### config.mk
export PLATFORM = sky130hd
export DESIGN_NAME = manchester_rx
export DESIGN_NICKNAME = d
export VERILOG_FILES = /design/src/rtl/manchester_rx.sv
export SDC_FILE = /design/constraint.sdc
export NUM_CORES = 1
export LEC_CHECK = 0
export ABC_AREA = 1
export BUFFER_PORTS_ARGS = -buffer_cell sky130_fd_sc_hd__buf_2
export CAP_MARGIN = 20
export CORE_ASPECT_RATIO = 1.2
export CORE_UTILIZATION = 49
export CTS_BUF_LIST = sky130_fd_sc_hd__clkbuf_8
export DETAILED_ROUTE_END_ITERATION = 6
export PLACE_DENSITY_LB_ADDON = 0.2
export SETUP_SLACK_MARGIN = 0.15
export SKIP_LAST_GASP = 1
export SLEW_MARGIN = 20
export SYNTH_ARGS = -nofsm -noshare
export SYNTH_HDL_FRONTEND = slang
export SYNTH_SLANG_ARGS = --single-unit
export TNS_END_PERCENT = 5
### constraint.sdc
create_clock -name clk -period 1.89 [get_ports clk]
set_clock_uncertainty 0.1 [all_clocks]
set_input_delay 0.2835 -clock clk [delete_from_list [all_inputs] [get_ports clk]]
set_output_delay 0.2835 -clock clk [all_outputs]
set_load 0.05 [all_outputs]
### src/rtl/manchester_rx.sv
// Oversampled Manchester receiver: preamble lock, "11" SFD, LSB-first word deserializer.
// Define MANCH_RX_ERRCNT_EN to add the 8-bit saturating err/ovr event counter port err_cnt.
module manchester_rx #(
  parameter int OVS      = 8,
  parameter int DW       = 8,
  parameter int PRE_BITS = 4
) (
  input  logic          clk,
  input  logic          rst,
  input  logic          d_in,
  output logic [DW-1:0] dout,
  output logic          dout_valid,
  input  logic          dout_ready,
  output logic          locked,
  output logic          frame_end,
  output logic          err,
  output logic          ovr
`ifdef MANCH_RX_ERRCNT_EN
  ,
  output logic [7:0]    err_cnt
`endif
);

  localparam int CW   = $clog2(2 * OVS) + 1;
  localparam int MAXB = (DW > PRE_BITS) ? DW : PRE_BITS;
  localparam int BCW  = $clog2(MAXB + 1);

  localparam logic [CW-1:0]  LO_C  = CW'(OVS - OVS / 4);
  localparam logic [CW-1:0]  HI_C  = CW'(OVS + OVS / 4);
  localparam logic [BCW-1:0] DW_C  = BCW'(DW);
  localparam logic [BCW-1:0] PRE_C = BCW'(PRE_BITS);

  localparam logic [1:0] IDLE = 2'd0;
  localparam logic [1:0] PRE  = 2'd1;
  localparam logic [1:0] SFD  = 2'd2;
  localparam logic [1:0] DATA = 2'd3;

  logic          sync1_q, sync2_q, line_q;
  logic [1:0]    state_q, state_d;
  logic [CW-1:0] cnt_q, cnt_d;
  logic [BCW-1:0] bitCnt_q, bitCnt_d;
  logic          prevBit_q, prevBit_d;
  logic [DW-1:0] sr_q, sr_d;
  logic          locked_q, locked_d;
  logic          frameEnd_q, frameEnd_d;
  logic          err_q, err_d;
  logic          ovr_q, ovr_d;
  logic [DW-1:0] dout_q, dout_d;
  logic          valid_q, valid_d;

  logic          edgeDet, edgeBit, timeout, inWindow, accept, wordDone;
  logic [CW-1:0] phase;
  logic [BCW-1:0] bitInc;
  logic [DW-1:0] wordVal;

  // phase is the number of clk since the last accepted edge, so a nominal bit reads OVS
  assign edgeDet  = sync2_q ^ line_q;
  assign edgeBit  = sync2_q;
  assign phase    = cnt_q + CW'(1);
  assign bitInc   = bitCnt_q + BCW'(1);
  assign timeout  = (state_q != IDLE) && (phase > HI_C);
  assign inWindow = (phase >= LO_C) && (phase <= HI_C);
  assign accept   = edgeDet && !timeout && ((state_q == IDLE) || inWindow);
  assign wordVal  = {edgeBit, sr_q[DW-1:1]};

  always_comb begin
    state_d    = state_q;
    cnt_d      = (state_q == IDLE) ? '0 : phase;
    bitCnt_d   = bitCnt_q;
    prevBit_d  = prevBit_q;
    sr_d       = sr_q;
    locked_d   = locked_q;
    frameEnd_d = 1'b0;
    err_d      = 1'b0;
    wordDone   = 1'b0;
    if (accept) cnt_d = '0;

    case (state_q)
      IDLE: begin
        if (edgeDet) begin
          state_d   = PRE;
          bitCnt_d  = BCW'(1);
          prevBit_d = edgeBit;
        end
      end
      PRE: begin
        if (timeout) begin
          state_d  = IDLE;
          cnt_d    = '0;
          bitCnt_d = '0;
        end else if (accept) begin
          if (edgeBit == prevBit_q) begin
            state_d  = IDLE;
            bitCnt_d = '0;
          end else begin
            prevBit_d = edgeBit;
            if (bitInc >= PRE_C) begin
              state_d  = SFD;
              locked_d = 1'b1;
              bitCnt_d = '0;
            end else begin
              bitCnt_d = bitInc;
            end
          end
        end
      end
      SFD: begin
        if (timeout) begin
          state_d  = IDLE;
          cnt_d    = '0;
          locked_d = 1'b0;
          err_d    = 1'b1;
        end else if (accept) begin
          prevBit_d = edgeBit;
          // two equal bits end the alternating run: "11" is the SFD, "00" is a violation
          if (edgeBit == prevBit_q) begin
            if (edgeBit) begin
              state_d  = DATA;
              bitCnt_d = '0;
            end else begin
              state_d  = IDLE;
              locked_d = 1'b0;
              err_d    = 1'b1;
            end
          end
        end
      end
      default: begin
        if (timeout) begin
          state_d    = IDLE;
          cnt_d      = '0;
          locked_d   = 1'b0;
          bitCnt_d   = '0;
          frameEnd_d = (bitCnt_q == '0);
          err_d      = (bitCnt_q != '0);
        end else if (accept) begin
          sr_d = wordVal;
          if (bitInc == DW_C) begin
            wordDone = 1'b1;
            bitCnt_d = '0;
          end else begin
            bitCnt_d = bitInc;
          end
        end
      end
    endcase
  end

  // a completing word may replace the held one only when it is being taken this cycle
  always_comb begin
    dout_d  = dout_q;
    valid_d = valid_q;
    ovr_d   = 1'b0;
    if (wordDone) begin
      if (!valid_q || dout_ready) begin
        dout_d  = wordVal;
        valid_d = 1'b1;
      end else begin
        ovr_d = 1'b1;
      end
    end else if (valid_q && dout_ready) begin
      valid_d = 1'b0;
    end
  end

  always_ff @(posedge clk) begin
    if (rst) begin
      sync1_q    <= 1'b0;
      sync2_q    <= 1'b0;
      line_q     <= 1'b0;
      state_q    <= IDLE;
      cnt_q      <= '0;
      bitCnt_q   <= '0;
      prevBit_q  <= 1'b0;
      sr_q       <= '0;
      locked_q   <= 1'b0;
      frameEnd_q <= 1'b0;
      err_q      <= 1'b0;
      ovr_q      <= 1'b0;
      dout_q     <= '0;
      valid_q    <= 1'b0;
    end else begin
      sync1_q    <= d_in;
      sync2_q    <= sync1_q;
      line_q     <= sync2_q;
      state_q    <= state_d;
      cnt_q      <= cnt_d;
      bitCnt_q   <= bitCnt_d;
      prevBit_q  <= prevBit_d;
      sr_q       <= sr_d;
      locked_q   <= locked_d;
      frameEnd_q <= frameEnd_d;
      err_q      <= err_d;
      ovr_q      <= ovr_d;
      dout_q     <= dout_d;
      valid_q    <= valid_d;
    end
  end

`ifdef MANCH_RX_ERRCNT_EN
  logic [7:0] errCnt_q, errCnt_d;
  logic [8:0] errSum;

  assign errSum   = {1'b0, errCnt_q} + {8'd0, err_d} + {8'd0, ovr_d};
  assign errCnt_d = errSum[8] ? 8'hFF : errSum[7:0];

  always_ff @(posedge clk) begin
    if (rst) errCnt_q <= '0;
    else     errCnt_q <= errCnt_d;
  end

  assign err_cnt = errCnt_q;
`endif

  assign dout       = dout_q;
  assign dout_valid = valid_q;
  assign locked     = locked_q;
  assign frame_end  = frameEnd_q;
  assign err        = err_q;
  assign ovr        = ovr_q;

endmodule
==> Word level (Yosys, flattened, before mapping) <==
Index checks and enable logic that the tools add are counted.
{ "totals": {"regBits": 36, "in_bits": 4, "out_inout_bits": 13} }
{ "classes": {"addsub": 2, "magnitude_cmp": 4, "n_eq_ne": 19, "n_mux": 59, "bitwise_logic": 5, "reduce_logical": 29} }
{ "op_table": {"columns": ["op", "count"], "rows": [
  ["$mux W4", 12],
  ["$mux W1", 28],
  ["$mux W2", 10],
  ["$mux W5", 4],
  ["$ne A2 B2 Y1 const B", 9],
  ["$reduce_and A7 Y1", 2],
  ["$ne A3 B3 Y1 const B", 4],
  ["$pmux W4 S3", 1],
  ["$reduce_and A9 Y1", 1],
  ["$reduce_bool A3 Y1", 3],
  ["$reduce_bool A4 Y1", 2],
  ["$pmux W1 S3", 2],
  ["$pmux W2 S3", 1],
  ["$reduce_and A6 Y1", 1],
  ["$add A5 B1 Y5 const B", 1],
  ["$ge A5 B3 Y1 const B", 1],
  ["$gt A5 B4 Y1 const B", 1],
  ["$le A5 B4 Y1 const B", 1],
  ["$logic_and A1 B1 Y1", 5],
  ["$reduce_or A5 Y1", 1],
  ["$add A4 B1 Y4 const B", 1],
  ["$eq A4 B4 Y1 const B", 1],
  ["$ge A4 B3 Y1 const B", 1],
  ["$logic_not A4 Y1", 1],
  ["other kinds (16)", 24]
]} }

==> Logic depth before layout (Yosys ltp) <==
{ "logic_depth": {"ltp_word": 11, "depth_mapped": 16, "mapped_depth_nobuf": 15} }

==> Least setup slack after synthesis <==
OpenSTA, ideal clock, no wires.
{ "synth_timing": {"kind": "reg-to-reg", "startpoint": "register cnt_q[1]", "endpoint": "register bitCnt_q[0]", "setup_time_ns": 0.117, "arrival_time_ns": 1.721, "required_ns": 1.673, "slack_ns": -0.048, "path_stages_with_launch": 15, "cell_sequence": "dfxtp_1 -> inv_1 -> ha_1 -> or2_1 -> nand2_1 -> nand2_2 -> nand2_2 -> nand2_2 -> buf_6 -> nand3_2 -> nand2_1 -> nor2_2 -> nand2_1 -> nor2_1 -> nor2_1"} }
{ "synth_between": {"elab_chain_len": 8, "elab_cells_between_ends": 18, "cone_classes": "add/sub: 1; order compare: 3; eq/ne: 3; mux: 3; reduce/logical: 8"} }
{ "synth_rtl": {"columns": ["item", "line_no", "source"], "rows": [
  ["start: declaration", "40", "logic [CW-1:0] cnt_q, cnt_d;"],
  ["start signal: assignment", "187", "cnt_q <= cnt_d;"],
  ["$add A5 B1 Y5 *", "59", "assign phase = cnt_q + CW'(1);"],
  ["$gt A5 B4 Y1", "61", "assign timeout = (state_q != IDLE) && (phase > HI_C);"],
  ["$logic_and A1 B1 Y1", "61", null],
  ["$logic_not A1 Y1", "63", "assign accept = edgeDet && !timeout && ((state_q == IDLE) || inWindow);"],
  ["$logic_and A1 B1 Y1 (2 in series)", "63", null],
  ["$ne A3 B3 Y1 (no line) (tied with other cells)", null, null],
  ["$reduce_and A7 Y1 (no line)", null, null],
  ["end signal: assignment", "188", "bitCnt_q <= bitCnt_d;"],
  ["end: declaration", "41", "logic [BCW-1:0] bitCnt_q, bitCnt_d;"]
]} }
Every way passes the cells marked *; elsewhere a longest branch is shown, timed or not.
A chain may end at the register's enable or synchronous reset.

==> Worst setup path after layout <==
{ "layout_timing": {"startpoint": "register cnt_q[1]", "endpoint": "register state_q[0]"} }
{ "layout_between": {"elab_chain_len": 8, "elab_cells_between_ends": 19, "cone_classes": "add/sub: 1; order compare: 3; eq/ne: 4; mux: 3; reduce/logical: 8"} }
{ "layout_rtl": {"columns": ["item", "line_no", "source"], "rows": [
  ["$add A5 B1 Y5 *", "59", null],
  ["$gt A5 B4 Y1", "61", null],
  ["$logic_and A1 B1 Y1", "61", null],
  ["$logic_not A1 Y1", "63", null],
  ["$logic_and A1 B1 Y1 (2 in series)", "63", null],
  ["$ne A3 B3 Y1 (no line)", null, null],
  ["$reduce_and A6 Y1 (no line)", null, null],
  ["end signal: assignment", "186", "state_q <= state_d;"],
  ["end: declaration", "39", "logic [1:0] state_q, state_d;"]
]} }
Marks and branches as above.

==> key figures <==
Outcome
  • Outcome: finished with violations
  • Violated checks: setup timing

Yosys
  • Synthesized area: 1880 um^2
  • Mapped Nets: 286
  • Post-synthesis async set-or-reset flop share: 0
  • Synth Instances: 271
  • Count of cell types in the netlist: 28
  • Number of synthesized flops with an enable pin: 0
  • Top FF cell, synth: dfxtp_1
  • Post-synthesis sequential area ratio: 0.372
  • Mean post-synth cell area: 6.95 um^2
  • Number of synthesis warnings: 0
  • Flops & latches, synth: 35

CTS
  • Clk_lat worst skew: 290 ps
  • H-tree depth: 2
  • CTS root buffer: clkbuf_8
  • Total CTS buffers: 5
  • Hold-fix buffers, CTS: 0
  • Clock-pin slew on the worst setup and hold paths: 70 ps
  • Max Root-Sink Buffers: 2
  • CTS tree: yes
  • CTS Sinks: 35

Die
  • Rows: 24
  • Die H: 69.9 um
  • Starting Density: 0.514
  • I/O pins: 17
  • Die area: 4100 um^2
  • DIE WIDTH: 58.6 um
  • Core area: 3660 um^2

Routing
  • Vias per inst: 4.87
  • ANT nets after route: 0
  • Drt first pass iters: 4
  • WL/cell: 10.4 um
  • Final WL: 3770 um
  • Via count: 1758
  • DRT iter0 DRCs: 52
  • DRC viols: 0

Final layout
  • ANT cells: 0
  • Nets@finish: 323
  • Finished Core Util: 0.630
  • Finished Layout Cells: 361
  • Syn-to-layout area delta: 22.6%
  • Layout cell share with drive strength beyond 1: 0.236

Critical path
  • RR Endpoint: state_q[0]$_SDFFE_PP0P_
  • CP peak stage delay: 350 ps
  • Critical path startpoint: cnt_q[1]$_SDFF_PP0_
  • CP Cell Sequence: inv_2, ha_4, or2_1, nand2_1, nand2_2, nand2_2, nand2_4, buf_6, nand2_1, nor2_1, nor2_2, nand2_1, nand2_1, nand2_1, nor2_1
  • WP depth: 15
  • RR Startpoint: cnt_q[1]$_SDFF_PP0_
  • Max Fanout on Critical Path: 10
  • Setup crit start kind: flip-flop
  • CP max-delay cell: dfxtp_2
  • Required @ worst endpoint: 2010 ps
  • R2R depth: 15
  • CP Capture Point: state_q[0]$_SDFFE_PP0P_
  • CP bufs+invs: 2
  • Most frequent CP cell: nand2_1
  • Register-to-register setup slack: -50 ps
  • Critical Path AT: 2070 ps
  • Critical path class: reg -> reg
  • Largest delay share family, worst path: simple AND/OR/NAND/NOR gates
  • Worst setup EP type: flip-flop

Timing
  • Final min period: 1940 ps
  • RSZ-0062 raised after global routing: true
  • FMAX: 515 MHz
  • Setup_tns: -214 ps
  • Max-slew violations: 0
  • Final Worst Setup Slack: -50.3 ps
  • Hold Vio Cnt, Final: 0
  • # setup viols final: 8
  • Final period utilization: 1.03

GRT
  • Global-route wire length before repair: 6800 um
  • Initial antenna violation count: 0
  • Total track usage: 0.214
  • Vias in the first global route: 1644
  • Largest net degree at the start of global routing: 15
  • Grt ovf: 0

Placed design
  • Placed cell count: 351
  • Dpl hpwl: 2880 um
  • GP Congestion: 0.858
  • Pre-CTS WS: -157 ps
  • PortBufs: 16

Power
  • Combinational power share: 0.475
  • Internal power: 1770 uW
  • Clock share of power: 0.226
  • Total power: 2950 uW
  • PwrDens: 1280 nW/um^2
  • Switching Share: 0.399
  • Leak: 0.00108 uW
  • Sw power: 1180 uW
  • Peak supply drop: 714 uV
  • Flop pwr share: 0.299

Min path
  • Hold Startpoint: d_in
  • Worst hold path class: in -> reg

Run
  • Max Cap Viol: 0
[how the worst min path moves through the flow]
stage,cells past startpoint,slack (ps),endpoint
after global placement,2,300,edgeBit$_SDFF_PP0_
final,3,100,sync1_q$_SDFF_PP0_
after CTS,3,90,sync1_q$_SDFF_PP0_
after floorplan,2,290,edgeBit$_SDFF_PP0_
after detailed placement,2,300,edgeBit$_SDFF_PP0_
after global routing,3,100,sync1_q$_SDFF_PP0_
[cells in the mapped netlist (3+ instances only)]
| cell type | n | share of area |
|---|---|---|
| a21oi_1 | 13 | 0.035 |
| clkbuf_1 | 5 | 0.010 |
| dfxtp_1 | 35 | 0.37 |
| ha_1 | 11 | 0.073 |
| inv_1 | 34 | 0.068 |
| inv_2 | 4 | 0.0080 |
| nand2_1 | 48 | 0.096 |
| nand2_2 | 4 | 0.013 |
| nand3_1 | 15 | 0.040 |
| nand3_2 | 5 | 0.027 |
| nand4_1 | 9 | 0.030 |
| nor2_1 | 49 | 0.098 |
| nor2_2 | 3 | 0.010 |
| o21ai_0 | 19 | 0.050 |
[per-stage QoR]
stage,cell area [um^2],hold WS (ps)
after floorplan,1900,288
after global placement,2150,297
after detailed placement,2150,301
after CTS,2310,94.2
after global routing,2310,104
final,2310,96.7
[power by group through the flow]
stage | registers (uW) | logic, uW | clock network, uW
2_1_floorplan | 940 | 922 | 0
3_3_place_gp | 896 | 1310 | 0
4_1_cts | 881 | 1390 | 685
5_1_grt | 891 | 1600 | 722
6_report | 880 | 1400 | 667
3_5_place_dp | 897 | 1320 | 0
[worst reg2reg max path: stages (launching register included)]
cell and delay, ps:
dfxtp_2 350, inv_2 50, ha_4 210, or2_1 200, nand2_1 70, nand2_2 60, nand2_2 90, nand2_4 90
buf_6 150, nand2_1 70, nor2_1 50, nor2_2 110, nand2_1 90, nand2_1 60, nand2_1 40, nor2_1 80
[layout make-up]
cell class / instances / area (um^2)
Clock buffer: 5 / 68.8
Timing Repair Buffer: 38 / 249
Multi-Input combinational cell: 189 / 1030
Sequential cell: 35 / 706
Tap cell: 52 / 65.1
Fill cell: 352 / 1350
Clock inverter: 3 / 43.8
Inverter: 39 / 148
[per-layer routing]
layer,part of all wire,vias up,GRT usage
li1,-,930,-
met1,0.46,783,0.248
met2,0.48,31,0.356
met3,0.034,14,0.0519
met4,0.032,0,0.116
met5,0,-,0
[timing repair]
action                     CTS  global route
pin swaps                    1             2
resized for setup            8             1
setup endpoints to repair   26            27
buffers inserted             2             0
[flip-flops by register name, indices dropped and copies added, names as in the netlist]
| register | count |
|---|---|
| bitCnt_q | 4 |
| cnt_q | 5 |
| dout | 8 |
| dout_valid | 1 |
| edgeBit | 1 |
| err | 1 |
| frame_end | 1 |
| line_q | 1 |
| locked | 1 |
| ovr | 1 |
| prevBit_q | 1 |
| sr_q | 7 |
| state_q | 2 |
| sync1_q | 1 |
[cells by family (layout without fill, tap and decap cells)]
| family | after synthesis | in the layout | share of synthesized area |
|---|---|---|---|
| adder cells (fa/ha/maj) | 11 | 11 | 0.0730 |
| AO/OA/AOI/OAI | 35 | 35 | 0.0969 |
| buffers and inverters | 47 | 85 | 0.103 |
| other | 1 | 1 | 0.00199 |
| flip-flops | 35 | 35 | 0.372 |
| AND/OR/NAND/NOR | 139 | 139 | 0.339 |
| XOR/XNOR | 3 | 3 | 0.0139 |
[placed cells by master, fill, tap and decap left out]
master	count
dfxtp_1	33
clkbuf_8	5
nand3_1	15
dfxtp_2	1
ha_4	1
nor2_2	2
nand2_2	3
clkinv_4	1
buf_6	1
ha_1	9
ha_2	1
nand3_2	4
nand4_1	9
o21ai_1	3
nor3_1	1
or2_1	1
buf_4	21
xor2_1	2
bufinv_16	1
nor4_2	1
nand2_4	1
conb_1	1
nor2_1	48
nor3b_1	2
o21ai_2	1
inv_2	5
o21ai_0	17
dfxtp_4	1
a21oi_1	13
nand2_1	48
clkinv_2	2
inv_1	33
buf_2	16
nor2_4	3
xnor2_1	1
nand3_4	1
a21oi_2	1
(Power assumes the default switching activity.)
